## config.mk

```make
export PLATFORM = sky130hd
export DESIGN_NAME = simple_if_to_axil
export DESIGN_NICKNAME = d
export VERILOG_FILES = /design/src/rtl/simple_if_to_axil.sv
export SDC_FILE = /design/constraint.sdc
export NUM_CORES = 1
export LEC_CHECK = 0
export CAP_MARGIN = 20
export CORE_MARGIN = 2
export CORE_UTILIZATION = 36
export DETAILED_ROUTE_END_ITERATION = 6
export PLACE_DENSITY = 0.77
export SYNTH_ARGS = -nofsm -noshare
export SYNTH_HDL_FRONTEND = slang
export SYNTH_SLANG_ARGS = --single-unit
```

## constraint.sdc

```tcl
create_clock -name clk_i -period 1.4 [get_ports clk_i]
set_input_delay 0.28 -clock clk_i [delete_from_list [all_inputs] [get_ports clk_i]]
set_output_delay 0.28 -clock clk_i [all_outputs]
set_load 0.02 [all_outputs]
```

## src/rtl/simple_if_to_axil.sv

```systemverilog
// -----------------------------------------------------------------------------
// simple_if_to_axil
//
// AXI-Lite initiator bridge. Single-beat write and read requests from the
// simple memory interface are issued as AXI-Lite transactions. The write and
// read engines are independent, and each has exactly one transaction
// outstanding.
//
// Ports
//   clk_i, arst_ni        clock, asynchronous active-low reset
//   axil_req_o            AW/W/AR channels plus b_ready/r_ready (driven)
//   axil_resp_i           aw_ready/w_ready/ar_ready plus B/R channels
//   mem_we_i ..wstrb_i    write request, accepted while mem_wready_o=1
//   mem_wready_o          write engine idle
//   mem_wdone_o           one-cycle write completion pulse
//   mem_wresp_o           BRESP of the last completed write
//   mem_re_i, raddr_i     read request, accepted while mem_rready_o=1
//   mem_rready_o          read engine idle
//   mem_rdone_o           one-cycle read completion pulse
//   mem_rdata_o/rresp_o   RDATA/RRESP of the last completed read
// -----------------------------------------------------------------------------
package dhs_axil_pkg;

    typedef struct packed {
        logic [31:0] aw_addr;
        logic [2:0]  aw_prot;
        logic        aw_valid;
        logic [31:0] w_data;
        logic [3:0]  w_strb;
        logic        w_valid;
        logic        b_ready;
        logic [31:0] ar_addr;
        logic [2:0]  ar_prot;
        logic        ar_valid;
        logic        r_ready;
    } dhs_axil_req_t;

    typedef struct packed {
        logic        aw_ready;
        logic        w_ready;
        logic [1:0]  b_resp;
        logic        b_valid;
        logic        ar_ready;
        logic [31:0] r_data;
        logic [1:0]  r_resp;
        logic        r_valid;
    } dhs_axil_resp_t;

endpackage

module simple_if_to_axil
    import dhs_axil_pkg::*;
#(
    parameter type         req_t      = dhs_axil_req_t,
    parameter type         resp_t     = dhs_axil_resp_t,
    parameter int unsigned ADDR_WIDTH = 32,
    parameter int unsigned DATA_WIDTH = 32
) (
    input  logic                    clk_i,
    input  logic                    arst_ni,
    output req_t                    axil_req_o,
    input  resp_t                   axil_resp_i,
    input  logic                    mem_we_i,
    input  logic [ADDR_WIDTH-1:0]   mem_waddr_i,
    input  logic [DATA_WIDTH-1:0]   mem_wdata_i,
    input  logic [DATA_WIDTH/8-1:0] mem_wstrb_i,
    output logic                    mem_wready_o,
    output logic                    mem_wdone_o,
    output logic [1:0]              mem_wresp_o,
    input  logic                    mem_re_i,
    input  logic [ADDR_WIDTH-1:0]   mem_raddr_i,
    output logic                    mem_rready_o,
    output logic                    mem_rdone_o,
    output logic [DATA_WIDTH-1:0]   mem_rdata_o,
    output logic [1:0]              mem_rresp_o
);

    typedef enum logic [1:0] {W_IDLE, W_REQ, W_RESP} wstate_e;
    typedef enum logic [1:0] {R_IDLE, R_ADDR, R_DATA} rstate_e;

    wstate_e                 r_wstate;
    logic [ADDR_WIDTH-1:0]   r_waddr;
    logic [DATA_WIDTH-1:0]   r_wdata;
    logic [DATA_WIDTH/8-1:0] r_wstrb;
    logic                    r_aw_valid;
    logic                    r_w_valid;
    logic                    r_aw_done;
    logic                    r_w_done;
    logic                    r_wdone;
    logic [1:0]              r_wresp;

    rstate_e                 r_rstate;
    logic [ADDR_WIDTH-1:0]   r_raddr;
    logic                    r_ar_valid;
    logic                    r_rdone;
    logic [DATA_WIDTH-1:0]   r_rdata;
    logic [1:0]              r_rresp;

    logic                    w_aw_hs;
    logic                    w_w_hs;

    assign w_aw_hs = r_aw_valid & axil_resp_i.aw_ready;
    assign w_w_hs  = r_w_valid  & axil_resp_i.w_ready;

    // Write engine
    always_ff @(posedge clk_i or negedge arst_ni) begin
        if (!arst_ni) begin
            r_wstate   <= W_IDLE;
            r_waddr    <= '0;
            r_wdata    <= '0;
            r_wstrb    <= '0;
            r_aw_valid <= 1'b0;
            r_w_valid  <= 1'b0;
            r_aw_done  <= 1'b0;
            r_w_done   <= 1'b0;
            r_wdone    <= 1'b0;
            r_wresp    <= '0;
        end else begin
            r_wdone <= 1'b0;
            case (r_wstate)
                W_IDLE: begin
                    if (mem_we_i) begin
                        r_waddr    <= mem_waddr_i;
                        r_wdata    <= mem_wdata_i;
                        r_wstrb    <= mem_wstrb_i;
                        r_aw_valid <= 1'b1;
                        r_w_valid  <= 1'b1;
                        r_aw_done  <= 1'b0;
                        r_w_done   <= 1'b0;
                        r_wstate   <= W_REQ;
                    end
                end
                W_REQ: begin
                    if (w_aw_hs) begin
                        r_aw_valid <= 1'b0;
                        r_aw_done  <= 1'b1;
                    end
                    if (w_w_hs) begin
                        r_w_valid <= 1'b0;
                        r_w_done  <= 1'b1;
                    end
                    // Count a handshake happening this cycle as done so both
                    // channels completing together still advance in one step.
                    if ((r_aw_done | w_aw_hs) && (r_w_done | w_w_hs)) begin
                        r_wstate <= W_RESP;
                    end
                end
                W_RESP: begin
                    if (axil_resp_i.b_valid) begin
                        r_wresp  <= axil_resp_i.b_resp;
                        r_wdone  <= 1'b1;
                        r_wstate <= W_IDLE;
                    end
                end
                default: r_wstate <= W_IDLE;
            endcase
        end
    end

    // Read engine
    always_ff @(posedge clk_i or negedge arst_ni) begin
        if (!arst_ni) begin
            r_rstate   <= R_IDLE;
            r_raddr    <= '0;
            r_ar_valid <= 1'b0;
            r_rdone    <= 1'b0;
            r_rdata    <= '0;
            r_rresp    <= '0;
        end else begin
            r_rdone <= 1'b0;
            case (r_rstate)
                R_IDLE: begin
                    if (mem_re_i) begin
                        r_raddr    <= mem_raddr_i;
                        r_ar_valid <= 1'b1;
                        r_rstate   <= R_ADDR;
                    end
                end
                R_ADDR: begin
                    if (axil_resp_i.ar_ready) begin
                        r_ar_valid <= 1'b0;
                        r_rstate   <= R_DATA;
                    end
                end
                R_DATA: begin
                    if (axil_resp_i.r_valid) begin
                        r_rdata  <= axil_resp_i.r_data;
                        r_rresp  <= axil_resp_i.r_resp;
                        r_rdone  <= 1'b1;
                        r_rstate <= R_IDLE;
                    end
                end
                default: r_rstate <= R_IDLE;
            endcase
        end
    end

    always_comb begin
        axil_req_o          = '0;
        axil_req_o.aw_addr  = r_waddr;
        axil_req_o.aw_prot  = '0;
        axil_req_o.aw_valid = r_aw_valid;
        axil_req_o.w_data   = r_wdata;
        axil_req_o.w_strb   = r_wstrb;
        axil_req_o.w_valid  = r_w_valid;
        axil_req_o.b_ready  = (r_wstate == W_RESP);
        axil_req_o.ar_addr  = r_raddr;
        axil_req_o.ar_prot  = '0;
        axil_req_o.ar_valid = r_ar_valid;
        axil_req_o.r_ready  = (r_rstate == R_DATA);
    end

    assign mem_wready_o = (r_wstate == W_IDLE);
    assign mem_wdone_o  = r_wdone;
    assign mem_wresp_o  = r_wresp;
    assign mem_rready_o = (r_rstate == R_IDLE);
    assign mem_rdone_o  = r_rdone;
    assign mem_rdata_o  = r_rdata;
    assign mem_rresp_o  = r_rresp;

endmodule

```

# ---- After elaboration in Yosys (flattened, before gate mapping)
# Index checks and enable logic that the tools add are counted.
dict set report classes {
  eq_ne 12
  n_bitwise 4
  mux 25
  n_reduce_logical 14
}
# operator count
set op_table {}
lappend op_table {{AND reduction 3 bit} 5}
lappend op_table {{two-way mux 1 bit} 12}
lappend op_table {{two-way mux 2 bit} 6}
lappend op_table {{!= test 2 bit (second input constant)} 6}
lappend op_table {{one-hot mux 2 bit (3 select lines)} 2}
lappend op_table {{one-hot mux 1 bit (2 select lines)} 5}
lappend op_table {{AND reduction 2 bit} 4}
lappend op_table {{equality test 2 x 1 -> 1 bit (second input constant)} 2}
lappend op_table {{equality test 2 bit (second input constant)} 2}
lappend op_table {{zero test 2 bit} 2}
lappend op_table {{!= test 2 x 1 -> 1 bit (second input constant)} 2}
lappend op_table {{nonzero test 2 bit} 2}
lappend op_table {{AND 1 bit} 2}
lappend op_table {{bitwise OR 1 bit} 2}
lappend op_table {{logical AND 1 bit} 1}
dict set report totals {
  regBits 147
  wordCells 71
  output_inout_bits 151
  in_bits 145
}

# ---- Logic depth before layout (Yosys ltp)
dict set report depth {
  word_depth 5
  mapped_depth 6
  ltp_nobuf 4
}

# ---- Least setup slack after synthesis
# OpenSTA, ideal clock, no wires.
dict set report synth_timing {
  path_type {flip-flop to flip-flop}
  from {reg r_rstate[1]}
  to {reg r_raddr[10]}
  setup_time_ns 0.125
  t_required_ns 1.275
  slack_ns -0.330
  n_path_buf 2
  path_stages_with_launch 6
  t_arrival_ns 1.605
  synth_period_minus_slack_ns 1.730
  cell_sequence {dfrtp_1 > nor2_1 > and2_1 > clkbuf_1 > buf_4 > mux2_2}
}
dict set report synth_via {
  elab_chain_len 2
}
# item line
set synth_lines {}
lappend synth_lines {{from (decl)} 92} ;# rstate_e r_rstate;
lappend synth_lines {{from (signal assigned)} 163} ;# r_rstate <= R_IDLE;
lappend synth_lines {{from (signal assigned)} 176} ;# r_rstate <= R_ADDR;
lappend synth_lines {{from (signal assigned)} 182} ;# r_rstate <= R_DATA;
lappend synth_lines {{zero test 2 bit} n/a}
lappend synth_lines {{via mem_rready_o} 72} ;# output logic mem_rready_o,
lappend synth_lines {{AND reduction 2 bit (no source line)} n/a}
lappend synth_lines {{to (signal assigned)} 174} ;# r_raddr <= mem_raddr_i;
lappend synth_lines {{to (decl)} 93} ;# logic [ADDR_WIDTH-1:0] r_raddr;
# The timed path passes the listed nets, and every way through them passes these cells.
# A chain may end at the register's enable or synchronous reset.

# ---- Final worst setup path
dict set report layout_timing {
  from {reg r_rstate[0]}
  to {reg r_rdata[30], in the netlist mem_rdata_o[30]}
}
dict set report layout_via {
  elab_chain_len 2
}
# item line
set layout_lines {}
lappend layout_lines {{equality test 2 bit} 171} ;# case (r_rstate)
lappend layout_lines {{AND reduction 2 bit (no source line)} n/a}
lappend layout_lines {{to (signal assigned)} 187} ;# r_rdata <= axil_resp_i.r_data;
lappend layout_lines {{to (decl)} 96} ;# logic [DATA_WIDTH-1:0] r_rdata;
# Every way passes these cells.

==> results.json <==
{
  "synth-edff-count": 0,
  "ff_latch_area_mm2": 0.00368,
  "portBuffers": 289,
  "cts.htree.levels": 4,
  "syn_area_per_cell_um2": 16.0,
  "cts_sinks": 147,
  "hold_viol": 0,
  "combPwrFrac": 0.502,
  "power_switching_mw": 8.97,
  "crit_fanout": 6,
  "synth_area_leaders": "dfrtp_1 (65%), mux2_2 (25%), mux2_4 (2.4%)",
  "place_congestion": 0.809,
  "finClkSkew_ns": 0.00675,
  "area_delta_synth_final_pct": 79.6,
  "diodes": 0,
  "p_leak_nw": 4.75,
  "synth_compound_area_frac": 0.0169,
  "dpl_cell_area_mm2": 0.00911,
  "synthArstFlopShare": 1.00,
  "p_clk_frac": 0.190,
  "status": "complete, but fails checks",
  "num_rows": 45,
  "die_width_um": 129,
  "rr_endpoint": "mem_rdata_o[30]",
  "die_area_mm2": 0.0167,
  "finalCritPeriodShare": 1.11,
  "required_ns": 1.70,
  "post-synth-top-count-cell": "dfrtp_1",
  "clk_path_buf_depth": 2,
  "final_area_mm2": 0.0101,
  "synth_common_cells": "dfrtp_1 (147), mux2_2 (126), buf_4 (12)",
  "yosys.area_share.simple": 0.0162,
  "hold_path.class": "in2async",
  "fp.dieH_um": 129,
  "antenna_found_initial": 0,
  "fillers": 1088,
  "synth.ff_latch_count": 147,
  "seq_area_frac_synth": 0.653,
  "grt.total_usage": 0.210,
  "finalNetCount": 841,
  "p_int_mw": 16.3,
  "ir_drop_mv": 1.15,
  "slew_viol_final": 0,
  "boundaryPins": 296,
  "cp-end-kind": "register",
  "routed_wirelength_um": 17400,
  "cts_buffers": 17,
  "reg2reg_depth": 6,
  "synth_ff_type": "dfrtp_1",
  "synthAdderAreaFrac": 0,
  "synth_cell_types": 25,
  "multi_input_area_mm2": 0.00220,
  "synthMuxAreaShare": 0.278,
  "clk_latency_ns": 0.42,
  "grt_max_degree": 44,
  "crit_type": "reg2reg",
  "drtIter0Drc": 106,
  "violations": "setup timing",
  "grt.overflow.total": 0,
  "firstDrtPassIters": 4,
  "swShare": 0.356,
  "period_minus_slack_ns": 1.56,
  "p_per_area_mw_per_mm2": 2490,
  "whs_ns": 0.332,
  "dp_hpwl_um": 11400,
  "drv_cap": 0,
  "synth_top_area_frac": 0.653,
  "via_per_inst": 4.60,
  "core_area_mm2": 0.0153,
  "synth-xor-area-share": 0,
  "dpl_worst_slack_ns": -0.289,
  "yosysTopAreaCell": "dfrtp_1",
  "yosys_warnings": 0,
  "drive_above_1_share": 0.507,
  "power_mw": 25.2,
  "wl_per_cell_um": 18.9,
  "drc": 0,
  "tritoncts": "built",
  "grt_pass1_vias": 4819,
  "rsz0062_at_grt": "true",
  "grt_first_pass_wirelength_um": 26600,
  "arrival_ns": 1.86,
  "dr_total_vias": 4230,
  "clk_pin_slew_worst_paths_ns": 0.06,
  "fin_util": 0.663,
  "start_util": 0.369,
  "setup_viol": 138,
  "synth_top_family_by_area": "multiplexers",
  "ff2ff_setup_slack_ns": -0.16,
  "seqPwrFrac": 0.308,
  "syn-cell-area_mm2": 0.00564,
  "worstReg2RegStart": "r_rstate[0]",
  "fmax_mhz": 642,
  "syn-instance-count": 352,
  "ant_nets": 0,
  "setup_ws_ns": -0.158,
  "cts-root-buf": "clkbuf_16",
  "cp-start-kind": "register"
}
==> per-layer routing <==
| metal | vias up | track usage | wire length, um |
|---|---|---|---|
| li1 | 1901 | - | - |
| met1 | 2111 | 0.236 | 6580 |
| met2 | 190 | 0.372 | 9140 |
| met3 | 28 | 0.0735 | 1370 |
| met4 | 0 | 0.0697 | 286 |
| met5 | - | 0 | 0 |
==> cell usage in the layout, fill, tap and decap left out, types with 2 or more instances in the layout <==
cell and instances:
inv_6 2, mux2_2 25, o21ai_0 7, a21oi_1 5
dfrtp_1 146, clkdlybuf4s15_1 16, clkbuf_2 80, mux2_4 111
nor2_1 6, buf_6 15, clkdlybuf4s15_2 41, buf_4 16
clkinv_4 2, clkbuf_16 17, buf_2 4, clkinvlp_4 2
buf_8 11, buf_16 8, bufinv_16 4, conb_1 6
nor2_4 2, clkdlybuf4s50_1 143, clkinv_2 2, buf_12 8
inv_1 8, a31oi_1 2, and2_4 3, nand2_1 3
==> flip-flops by register name, indices dropped and copies added (netlist names), 2 cells and up <==
register / cells
mem_rresp_o: 2
r_wstrb: 4
r_waddr: 32
mem_rdata_o: 32
r_rstate: 2
r_wstate: 2
r_wdata: 32
r_raddr: 32
mem_wresp_o: 2
==> worst max-delay path, stage by stage (launching register included) <==
cell and delay [ns]:
dfrtp_1 0.42, and2b_4 0.28, buf_6 0.11, nand2_8 0.09
buf_12 0.16, buf_16 0.13, mux2_2 0.26
==> per-stage QoR <==
stage	setup TNS, ns	instances
after floorplan	-10.68	357
after global placement	-24.07	861
after detailed placement	-26.27	861
after CTS	-14.93	927
after global routing	-16.51	919
final	-11.50	919
==> layout make-up <==
| cell class | instances | share of cell area |
|---|---|---|
| multi-input cells | 178 | 0.218 |
| clock buffers | 19 | 0.0438 |
| flip-flops and latches | 147 | 0.363 |
| well taps | 211 | 0.0261 |
| repair buffers | 343 | 0.328 |
| inverters | 9 | 0.00334 |
| clock inverters | 12 | 0.0178 |
==> power groups by stage <==
stage / Combinational [mW] / Clock [mW] / Sequential, mW
6_report: 12.7 / 4.80 / 7.76
5_1_grt: 13.3 / 5.07 / 8.01
4_1_cts: 13.6 / 4.87 / 7.73
3_5_place_dp: 12.2 / 0 / 7.70
3_3_place_gp: 12.0 / 0 / 7.59
2_1_floorplan: 3.98 / 0 / 10.1
==> cells by family (layout without fill, tap and decap cells) <==
group	Yosys count	in the layout
flops	147	147
mux	136	136
buf+inv	33	383
simple gates	18	19
compound gates	17	17
other cells	1	6
==> worst max-delay path by stage <==
stage	startpoint	end	slack, ns	cells after the start
2_1_floorplan	r_wstate[1]	r_wdata[10]	-0.16	6
4_1_cts	r_wstate[0]	r_waddr[0]	-0.20	7
5_1_grt	r_rstate[0]	mem_rdata_o[27]	-0.22	6
3_5_place_dp	mem_we_i	r_wdata[21]	-0.29	4
6_report	r_rstate[0]	mem_rdata_o[30]	-0.16	6
3_3_place_gp	mem_we_i	r_waddr[25]	-0.25	4
==> what timing repair did <==
action | in CTS | in global routing
setup buffers | 20 | 7
setup endpoints to repair | 279 | 223
gates cloned | 15 | 0
gates resized for setup | 443 | 114
hold buffers | 1 | 0
pin swaps | 2 | 0
hold endpoints to repair | 31 | 0
Note: power is estimated with default switching activity, not from simulation.
